<file path="config.mk">
export PLATFORM = sky130hd
export DESIGN_NAME = gray_seq_lookup
export DESIGN_NICKNAME = d
export VERILOG_FILES = /design/src/rtl/gray_seq_lookup.sv
export SDC_FILE = /design/constraint.sdc
export NUM_CORES = 1
export LEC_CHECK = 0
export BUFFER_PORTS_ARGS = -buffer_cell sky130_fd_sc_hd__buf_2
export CORE_MARGIN = 1.5
export CORE_UTILIZATION = 38
export DETAILED_ROUTE_END_ITERATION = 8
export GPL_ROUTABILITY_DRIVEN = 1
export MAX_ROUTING_LAYER = met4
export PLACE_DENSITY = 0.69
export SLEW_MARGIN = 20
export SYNTH_ARGS = -nofsm -noshare
export SYNTH_HDL_FRONTEND = slang
export SYNTH_SLANG_ARGS = --single-unit
</file>
<file path="constraint.sdc">
create_clock -name clk -period 3.25 [get_ports clk]
set_input_delay 0.65 -clock clk [delete_from_list [all_inputs] [get_ports clk]]
set_output_delay 0.65 -clock clk [all_outputs]
set_load 0.02 [all_outputs]
</file>
<file path="src/rtl/gray_seq_lookup.sv">
// gray_seq_lookup: handshaked key/data table engine.
// LOOKUP walks the table one entry per cycle and returns the lowest-index match,
// or the latched default on a miss or reserved key. SCAN streams every entry in
// Gray-code index order, one beat per accepted response.
module gray_seq_lookup #(
    parameter  int NR = 4,
    parameter  int KW = 2,
    parameter  int DW = 8,
    localparam int IW = $clog2(NR)
) (
    input  logic               clk,
    input  logic               rst,
    input  logic               req_valid,
    output logic               req_ready,
    input  logic               req_mode,
    input  logic [KW-1:0]      req_sel,
    input  logic [DW-1:0]      def,
    input  logic [NR*KW-1:0]   keys,
    input  logic [NR*DW-1:0]   datas,
    output logic               rsp_valid,
    input  logic               rsp_ready,
    output logic [DW-1:0]      rsp_data,
    output logic               rsp_hit,
    output logic [IW-1:0]      rsp_idx,
    output logic               rsp_last,
    output logic               busy
);

    // SCAN presents non-final beats; RESP presents the final beat of any transaction.
    typedef enum logic [1:0] {
        ST_IDLE   = 2'd0,
        ST_SEARCH = 2'd1,
        ST_SCAN   = 2'd2,
        ST_RESP   = 2'd3
    } state_t;

    localparam logic [IW-1:0] LAST_STEP = IW'(NR - 1);

    state_t          state_q, state_d;
    logic [IW-1:0]   step_q, step_d;
    logic [KW-1:0]   sel_q, sel_d;
    logic [DW-1:0]   def_q, def_d;
    logic            rsp_valid_q, rsp_valid_d;
    logic [DW-1:0]   rsp_data_q, rsp_data_d;
    logic            rsp_hit_q, rsp_hit_d;
    logic [IW-1:0]   rsp_idx_q, rsp_idx_d;
    logic            rsp_last_q, rsp_last_d;
    logic            busy_q, busy_d;

    logic            req_accept_s;
    logic            rsp_fire_s;
    logic [IW-1:0]   cur_entry_s;
    logic [KW-1:0]   cur_key_s;

    function automatic logic [IW-1:0] gray_of(input logic [IW-1:0] s);
        return s ^ (s >> 1);
    endfunction

    function automatic logic [KW-1:0] key_at(input logic [IW-1:0] i);
        return keys[KW*i +: KW];
    endfunction

    function automatic logic [DW-1:0] data_at(input logic [IW-1:0] i);
        return datas[DW*i +: DW];
    endfunction

    assign req_ready    = (state_q == ST_IDLE) && !rst;
    assign req_accept_s = req_valid && req_ready;
    assign rsp_fire_s   = rsp_valid_q && rsp_ready;
    assign cur_key_s    = key_at(step_q);

    // Next-state and next-response computation for every state.
    always_comb begin
        state_d     = state_q;
        step_d      = step_q;
        sel_d       = sel_q;
        def_d       = def_q;
        rsp_valid_d = rsp_valid_q;
        rsp_data_d  = rsp_data_q;
        rsp_hit_d   = rsp_hit_q;
        rsp_idx_d   = rsp_idx_q;
        rsp_last_d  = rsp_last_q;
        cur_entry_s = {IW{1'b0}};
        case (state_q)
            ST_IDLE: begin
                if (req_accept_s) begin
                    sel_d  = req_sel;
                    def_d  = def;
                    step_d = {IW{1'b0}};
                    if (req_mode) begin
                        // First scan beat is registered at accept.
                        cur_entry_s = gray_of({IW{1'b0}});
                        state_d     = ST_SCAN;
                        rsp_valid_d = 1'b1;
                        rsp_data_d  = data_at(cur_entry_s);
                        rsp_hit_d   = (key_at(cur_entry_s) != {KW{1'b0}});
                        rsp_idx_d   = cur_entry_s;
                        rsp_last_d  = 1'b0;
                    end else if (req_sel == {KW{1'b0}}) begin
                        state_d     = ST_RESP;
                        rsp_valid_d = 1'b1;
                        rsp_data_d  = def;
                        rsp_hit_d   = 1'b0;
                        rsp_idx_d   = {IW{1'b0}};
                        rsp_last_d  = 1'b1;
                    end else begin
                        state_d = ST_SEARCH;
                    end
                end else begin
                    state_d = ST_IDLE;
                end
            end
            ST_SEARCH: begin
                if ((cur_key_s == sel_q) && (cur_key_s != {KW{1'b0}})) begin
                    state_d     = ST_RESP;
                    rsp_valid_d = 1'b1;
                    rsp_data_d  = data_at(step_q);
                    rsp_hit_d   = 1'b1;
                    rsp_idx_d   = step_q;
                    rsp_last_d  = 1'b1;
                end else if (step_q == LAST_STEP) begin
                    state_d     = ST_RESP;
                    rsp_valid_d = 1'b1;
                    rsp_data_d  = def_q;
                    rsp_hit_d   = 1'b0;
                    rsp_idx_d   = {IW{1'b0}};
                    rsp_last_d  = 1'b1;
                end else begin
                    step_d = step_q + IW'(1);
                end
            end
            ST_SCAN: begin
                if (rsp_fire_s) begin
                    // Advance to the next Gray-ordered entry once the current beat is taken.
                    step_d      = step_q + IW'(1);
                    cur_entry_s = gray_of(step_d);
                    rsp_valid_d = 1'b1;
                    rsp_data_d  = data_at(cur_entry_s);
                    rsp_hit_d   = (key_at(cur_entry_s) != {KW{1'b0}});
                    rsp_idx_d   = cur_entry_s;
                    rsp_last_d  = (step_d == LAST_STEP);
                    state_d     = (step_d == LAST_STEP) ? ST_RESP : ST_SCAN;
                end else begin
                    state_d = ST_SCAN;
                end
            end
            ST_RESP: begin
                if (rsp_fire_s) begin
                    state_d     = ST_IDLE;
                    rsp_valid_d = 1'b0;
                end else begin
                    state_d = ST_RESP;
                end
            end
            default: begin
                state_d     = ST_IDLE;
                rsp_valid_d = 1'b0;
            end
        endcase
        busy_d = (state_d != ST_IDLE);
    end

    // All state and registered outputs; reset aborts any transaction in flight.
    always_ff @(posedge clk) begin
        if (rst) begin
            state_q     <= ST_IDLE;
            step_q      <= {IW{1'b0}};
            sel_q       <= {KW{1'b0}};
            def_q       <= {DW{1'b0}};
            rsp_valid_q <= 1'b0;
            rsp_data_q  <= {DW{1'b0}};
            rsp_hit_q   <= 1'b0;
            rsp_idx_q   <= {IW{1'b0}};
            rsp_last_q  <= 1'b0;
            busy_q      <= 1'b0;
        end else begin
            state_q     <= state_d;
            step_q      <= step_d;
            sel_q       <= sel_d;
            def_q       <= def_d;
            rsp_valid_q <= rsp_valid_d;
            rsp_data_q  <= rsp_data_d;
            rsp_hit_q   <= rsp_hit_d;
            rsp_idx_q   <= rsp_idx_d;
            rsp_last_q  <= rsp_last_d;
            busy_q      <= busy_d;
        end
    end

    assign rsp_valid = rsp_valid_q;
    assign rsp_data  = rsp_data_q;
    assign rsp_hit   = rsp_hit_q;
    assign rsp_idx   = rsp_idx_q;
    assign rsp_last  = rsp_last_q;
    assign busy      = busy_q;

endmodule

</file>
==> results.cfg, run 1 <==
[worst_setup_path]
critPathLaunchType = flop
crit_type = flop to flop
max_stage_delay_ns = 0.52
crit_required_ns = 3.45
slowest_stage = and3b_1
worstSetupEndpointType = flop
setup.worst_path.start = state_q[1]
crit-reg2reg-launch = state_q[1]
reg2reg_to = rsp_data[0]
rrSetupSlack_ns = 0.55
critPathArrivalTime_ns = 2.90
cp_max_fo = 12
ff2ff_path_depth = 8
cp_cell_sequence = inv_1 -> ha_1 -> and3b_1 -> o21ai_0 -> nand2_1 -> o211a_4 -> nand2b_1 -> o32ai_2

[clock_network]
cts_resized = 0
insertion_delay_ns = 0.28
cts_tree = done
cts_root_buf = clkbuf_8
clock_sinks = 28
cts_hold_buf = 0
clkTransAtPathRegs_ns = 0.10
cts-htree-levels = 1
cts_max_path_buffers = 2
post_cts_buffers = 0
cts_buffers = 3

[global_route]
grt_max_degree = 24
grt_use_total = 0.192
grt_overflow = 0
grt_pass1_wl_microns = 9520
antenna_found_initial = 0
grt_pass1_vias = 2026

[sta]
rsz0062_at_grt = no
slew_headroom = 0.497
setup_viol = 0
hold_viol = 0
fmax_mhz = 370
tightest_slew_ns = 0.755
fin_tns_setup_ns = 0
finalCriticalPeriod_ns = 2.70
slew_viol_final = 0
post-route-period-util = 0.831
worst_clock_skew_ns = 0.00104

[floorplan]
ios = 70
die_w_microns = 80.9
initial_utilization = 0.391
row_count = 28
dieHeight_microns = 80.9
die_area_sq_um = 6540
core_area_sq_um = 5890

[worst_hold_path]
hold_class = flop to flop
worst_hold_path.num_cells = 2
whs_endpoint = rsp_idx[1]
hp-start = rsp_idx[1]

[synth]
ys_ff_latch = 28
syn-num-nets = 309
ys.flop_type = dfxtp_1
ys_types = 42
syn_inst = 247
synth_area_sq_um = 2300
ys_seq_area_frac = 0.243
synth_edf_count = 0
async_reset_ff_frac = 0
yosys_warnings = 0
avgSynthCellArea_sq_um = 9.33

[layout]
stdcell_count = 381
antennaDiodeCount = 0
multi_input_area_sq_um = 1600
seqCellArea_sq_um = 561
filler_cell_count = 613
nNetsFinal = 369
layout-drive-gt1-share = 0.386
syn2layout_area_growth_pct = 19.5
utilization = 0.468

[flow_run]
drv_cap = 0

[placement]
gp_congestion = 0.791
dp.cells = 377
detailed_place_hpwl_microns = 4230
io_buffers = 69

[power]
vdd_drop_max_mv = 0.401
totalPowerFinal_mw = 2.15
p_per_area_nw_per_um2 = 781
p_leak_nw = 1.14

[route]
vias = 2068
dr.pass1.iters = 4
post_drt_wl_per_cell_microns = 15.1
route.detailed.drc = 0
ant_nets = 0
drt_iter0_drc = 112
viasPerCell = 5.43
wl_microns = 5760

[run_status]
run_status = finished clean
## critical path, delay by kind of cell, from the launching register on
family	cells	cell delay, ns
AO/OA/AOI/OAI	3	0.82
AND/OR/NAND/NOR	3	1.08
adder cells (fa/ha/maj)	1	0.24
flip-flops	1	0.36
buffers and inverters	1	0.10
## power breakdown
group | leakage, nW | internal (mW) | switching (mW)
sequential | 0.229 | 0.430 | 0.0672
clock | 0.0357 | 0.165 | 0.121
combinational | 0.877 | 0.588 | 0.779
total | 1.14 | 1.18 | 0.967
## metal layers
metal  global-route usage  wire length [microns]
met1                0.251                   2550
met2                0.312                   2780
met3               0.0247                    342
met4               0.0552                     78
met5                    -                      0
## layout make-up
| class | instances | area share |
|---|---|---|
| clock inverter | 1 | 0.0109 |
| multi-input combinational | 187 | 0.580 |
| clock buffer | 3 | 0.0150 |
| sequential | 28 | 0.204 |
| timing repair buffer | 74 | 0.139 |
| tap | 75 | 0.0341 |
| inverter | 13 | 0.0177 |
## placed cells by master (no fill, tap or decap), types with 9 or more instances in the layout
cell type,n
nand3b_1,12
nand2_1,48
a211oi_1,10
a21oi_1,14
nor2b_1,10
mux4_2,12
inv_1,13
buf_2,69
o32ai_2,9
dfxtp_1,28
## registers in the layout (all words and copies together), names as in the netlist
signal and cells:
state_q 2, step_q 2, rsp_idx 2, sel_q 2, def_q 8, rsp_data 8
rsp_hit 1, rsp_valid 1, busy 1, rsp_last 1
## cell families (layout without fill, tap and decap cells)
kind of cell / count (synthesis) / in the layout / share of synthesized area
compound gates: 56 / 56 / 0.217
xor+xnor: 1 / 1 / 0.00706
fa+ha+maj: 7 / 7 / 0.0380
buf+inv: 32 / 91 / 0.0641
flops: 28 / 28 / 0.243
mux: 30 / 30 / 0.228
simple gates: 93 / 93 / 0.202
## worst max-delay path by stage
stage               slack [ns]  depth (start not counted)     endpoint
floorplan                 0.75                          7  rsp_data[6]
CTS                       0.52                          8  rsp_data[4]
detailed placement        0.37                          8  rsp_data[0]
global placement          0.42                          8  rsp_data[0]
global route              0.28                          8  rsp_data[4]
finish                    0.55                          8  rsp_data[0]
## synth_stat cells, types with 2 or more instances
| cell | count | area [sq um] |
|---|---|---|
| mux4_1 | 3 | 78.8 |
| buf_6 | 3 | 33.8 |
| inv_1 | 13 | 48.8 |
| buf_2 | 4 | 20.0 |
| mux2i_1 | 3 | 30.0 |
| nand2b_1 | 7 | 43.8 |
| mux2_1 | 2 | 22.5 |
| nor2b_1 | 10 | 62.6 |
| ha_1 | 7 | 87.6 |
| a21oi_1 | 14 | 70.1 |
| mux4_2 | 12 | 270 |
| dfxtp_1 | 28 | 561 |
| nand3_1 | 6 | 30.0 |
| mux2_4 | 3 | 45.0 |
| a21o_1 | 2 | 15.0 |
| mux2_2 | 7 | 78.8 |
| o21ai_0 | 7 | 35.0 |
| nand2_1 | 48 | 180 |
| a211oi_1 | 10 | 75.1 |
| o32ai_2 | 9 | 146 |
| nor2_1 | 4 | 15.0 |
| a21oi_2 | 3 | 26.3 |
| nand3b_1 | 12 | 90.1 |
| clkbuf_1 | 12 | 45.0 |
## stage by stage
step | hold slack (ns) | setup slack [ns] | cell area (sq um)
floorplan | 0.446 | 0.749 | 2300
global placement | 0.440 | 0.422 | 2680
finish | 0.463 | 0.548 | 2750
detailed placement | 0.450 | 0.370 | 2680
CTS | 0.465 | 0.523 | 2750
global route | 0.483 | 0.276 | 2750
Power figures use the tool's default switching activity.
==> run 2: changes to the inputs <==
clock period = 2.6 ns   (was 3.25 ns; I/O delays follow)
==> run 2 against run 1 <==
Against the previous run:
- sequential power is 23% higher
- non-clock buffer count is 14 higher
- maximum frequency is 15% higher
- die area stayed put
- count of clock-buffer cells in the layout stayed put
- sequential cell count stayed put
- via count is 2.1% higher
- wire length is 7.3% higher
- highest routed layer unchanged
==> results.cfg, run 2 (synthesis results as in run 1) <==
[placement]
dpl-instance-area_sq_um = 2810
detailed_place_hpwl_microns = 4550
io_buffers = 69
gp_congestion = 0.806

[layout]
final_common_cell = buf_2
seqCellArea_sq_um = 561
syn2layout_area_growth_pct = 25.1
final_cell_mix = 69 x buf_2, 48 x nand2_1, 28 x dfxtp_1
nNetsFinal = 383
final_area_sq_um = 2880
filler_cell_count = 585
layout-drive-gt1-share = 0.413
utilization = 0.490
antennaDiodeCount = 0
multi_input_area_sq_um = 1600

[clock_network]
clkTransAtPathRegs_ns = 0.10
cts-htree-levels = 1
cts_resized = 0
cts_root_buf = clkbuf_8
post_cts_buffers = 0
cts_buffers = 3
insertion_delay_ns = 0.29
cts_max_path_buffers = 2
cts_hold_buf = 0
clock_sinks = 28
cts_tree = done

[power]
p_switching_mw = 1.28
totalPowerFinal_mw = 2.89
p_per_area_nw_per_um2 = 1000
pwr-share-comb = 0.663
p_clk_frac = 0.125
internal-power_mw = 1.61
p_leak_nw = 1.22
vdd_drop_max_mv = 0.385
p_seq_frac = 0.212
switching_share = 0.442

[sta]
setup_viol = 0
hold_viol = 0
finalCriticalPeriod_ns = 2.35
slew_headroom = 0.699
post-route-period-util = 0.904
tightest_slew_ns = 0.451
fmax_mhz = 426
rsz0062_at_grt = no
slew_viol_final = 0
fin_tns_setup_ns = 0
worst_clock_skew_ns = 0.00227

[route]
route.detailed.drc = 0
viasPerCell = 5.35
wl_microns = 6180
vias = 2112
dr.pass1.iters = 4
drt_iter0_drc = 110
ant_nets = 0
post_drt_wl_per_cell_microns = 15.6

[worst_setup_path]
critPathLaunchType = flop
crit_type = flop to flop
crit_required_ns = 2.83
worstSetupEndpointType = flop
cp_max_fo = 5
critPathArrivalTime_ns = 2.58

[global_route]
grt_pass1_vias = 2093
grt_pass1_wl_microns = 9830
grt_overflow = 0
antenna_found_initial = 0
grt_use_total = 0.200
grt_max_degree = 23

[floorplan]
dieHeight_microns = 80.9
ios = 70
core_area_sq_um = 5890
die_area_sq_um = 6540
initial_utilization = 0.391
row_count = 28
die_w_microns = 80.9

[worst_hold_path]
hold_class = input port to flop

[run_status]
run_status = finished clean

[flow_run]
drv_cap = 0
-- run 2: cell count changes in the layout (fill, tap and decap cells not counted) --
cell / before / now
buf_4: 5 / 17
buf_12: 0 / 2
-- run 2: layout make-up --
cell class / instances / share of cell area
clock inverter: 1 / 0.0104
multi-input combinational: 187 / 0.553
tap: 75 / 0.0326
inverter: 13 / 0.0169
timing repair buffer: 88 / 0.178
sequential: 28 / 0.194
clock buffer: 3 / 0.0143
-- run 2: metrics by stage --
stage / hold slack (ns) / setup WS, ns / std cells
6_report: 0.423 / 0.250 / 395
5_1_grt: 0.437 / 0.132 / 395
4_1_cts: 0.417 / 0.235 / 395
3_5_place_dp: 0.446 / 0.0109 / 391
3_3_place_gp: 0.442 / 0.0741 / 391
2_1_floorplan: 0.446 / 0.167 / 247
-- run 2: layer usage --
metal,track usage,part of all wire,up-vias
li1,-,-,1051
met2,0.320,0.47,65
met3,0.0202,0.051,9
met5,-,0,-
met1,0.267,0.46,987
met4,0.0603,0.014,0
-- run 2: critical path, cell delays in order (launching register included) --
cell	delay, ns
dfxtp_1	0.44
buf_4	0.19
mux4_2	0.49
nand2_1	0.12
o32ai_4	0.14
buf_4	0.19
a21o_1	0.20
or3b_1	0.37
a21oi_1	0.14
-- run 2: path summary, 6_finish.rpt --
kind	startpoint	to	slack [ns]	cells after the start
max	step_q[0]	step_q[1]	0.25	8
min	def[3]	def_q[3]	0.42	3
max reg2reg	step_q[0]	step_q[1]	0.25	8
min reg2reg	rsp_idx[1]	rsp_idx[1]	0.46	2
-- run 2: power groups by stage --
stage               registers [mW]  logic [mW]  clock network, mW
floorplan                    0.654        1.35                  0
global placement             0.618        1.87                  0
detailed placement           0.620        1.91                  0
CTS                          0.612        1.92              0.366
global route                 0.625        2.07              0.383
finish                       0.612        1.91              0.361
==> run 3: changes to the inputs <==
CORE_UTILIZATION = 52   (was 38)
PLACE_DENSITY = 0.88   (was 0.69)
==> run 3 against run 2 <==
Against the previous run:
- sequential power grew 1%
- count of clock-buffer cells in the layout rose by 1
- maximum frequency down 0.24%
- global-route usage up 7.1 points
- clock power shrank 23%
- total power is 3.6% lower
- hold slack better by 0.0067 ns
- sequential share of layout area increased by 0.65 points
- register-to-register slack barely moved
- first-iteration DRC count rose by 65%
- critical path type unchanged
- critical endpoint is now rsp_data[0]
==> results.cfg, run 3 (synthesis results as in run 1) <==
[run_status]
run_status = finished clean

[worst_setup_path]
reg2reg_to = rsp_data[0]
critPathArrivalTime_ns = 2.53
crit_required_ns = 2.77
critPathLaunchType = flop
ff2ff_path_depth = 7
crit-reg2reg-launch = step_q[0]
cp_max_fo = 7
worstSetupEndpointType = flop
rrSetupSlack_ns = 0.24
crit_type = flop to flop

[floorplan]
die_area_sq_um = 4840
core_area_sq_um = 4290
row_count = 24
initial_utilization = 0.536
ios = 70
die_w_microns = 69.6
dieHeight_microns = 69.6

[sta]
hold_viol = 0
rsz0062_at_grt = no
tightest_slew_ns = 0.551
setup_viol = 0
finalCriticalPeriod_ns = 2.36
worst_clock_skew_ns = 0.00256
fmax_mhz = 425
post-route-period-util = 0.906
fin_tns_setup_ns = 0
worst_slack_ns = 0.245
slew_headroom = 0.633
slew_viol_final = 0

[global_route]
grt_max_degree = 23
grt_pass1_wl_microns = 10400
grt_overflow = 0
grt_pass1_vias = 2231
antenna_found_initial = 0
grt_use_total = 0.271

[layout]
antennaDiodeCount = 0
final_common_cell = buf_2
final_cell_mix = 69 x buf_2, 48 x nand2_1, 27 x dfxtp_1
utilization = 0.651
nNetsFinal = 378
syn2layout_area_growth_pct = 21.3
layout-drive-gt1-share = 0.410

[clock_network]
clkTransAtPathRegs_ns = 0.10
cts_hold_buf = 0
cts_buffers = 3
cts_max_path_buffers = 2
post_cts_buffers = 0
cts-htree-levels = 1
cts_tree = done
insertion_delay_ns = 0.28
cts_root_buf = clkbuf_8
clock_sinks = 28

[route]
wl_microns = 6150
dr.pass1.iters = 4
route.detailed.drc = 0
post_drt_wl_per_cell_microns = 16.8
drt_iter0_drc = 182
viasPerCell = 5.89
ant_nets = 0
vias = 2160

[worst_hold_path]
hold_class = input port to flop
whs_endpoint = def_q[6]
worst_hold_path.num_cells = 3
hp-start = def[6]

[placement]
io_buffers = 69
dpl_worst_slack_ns = 0.0127
detailed_place_hpwl_microns = 4450
gp_congestion = 0.947

[power]
p_per_area_nw_per_um2 = 995
p_leak_nw = 1.19
vdd_drop_max_mv = 0.478

[flow_run]
drv_cap = 0
run 3: area by class of cell:
class,count,area (sq um)
clock buffer,4,55.1
timing repair buffer,83,467
multi-input combinational,187,1600
tap,52,65.1
inverter,13,48.8
sequential,28,562
fill,351,1500
run 3: where the power goes:
part           switching [mW]  total (mW)  leakage [nW]  internal [mW]
registers              0.0800       0.620         0.230          0.540
logic                    1.05        1.89         0.927          0.836
clock network           0.141       0.277        0.0288          0.136
total                    1.27        2.78          1.19           1.51
run 3: how the worst max path moves through the flow:
stage | from | end
global route | step_q[0] | rsp_data[7]
detailed placement | keys[1] | rsp_data[0]
finish | step_q[0] | rsp_data[0]
floorplan | step_q[0] | rsp_data[2]
CTS | step_q[0] | rsp_data[0]
global placement | step_q[0] | rsp_data[0]
run 3: what timing repair did:
| action | 4_1_cts | 5_1_grt |
|---|---|---|
| gates resized for setup | 1 | 2 |
| endpoints found under the setup margin | 2 | 3 |
| hold endpoints to repair | 0 | 0 |
run 3: through the flow:
stage          power (mW)  cells  hold WS, ns  cell area (sq um)
5_1_grt              2.98    367        0.433               2800
3_5_place_dp         2.47    363        0.449               2730
6_report             2.78    367        0.430               2800
2_1_floorplan        2.01    247        0.446               2300
4_1_cts              2.76    367        0.433               2790
3_3_place_gp         2.41    363        0.439               2730
run 3: critical path, cell delays in order (launching register included):
cell and delay (ns):
dfxtp_2 0.43, mux4_2 0.55, xnor2_2 0.17, o32ai_4 0.23, buf_4 0.24, mux2_2 0.35, a21oi_1 0.17, o32ai_2 0.10
run 3: routing by layer:
layer | part of all wire | global-route usage | up-vias
met5 | 0 | - | -
met4 | 0.0099 | 0.0893 | 0
met3 | 0.062 | 0.0422 | 7
met2 | 0.50 | 0.447 | 78
met1 | 0.43 | 0.341 | 1034
li1 | - | - | 1041
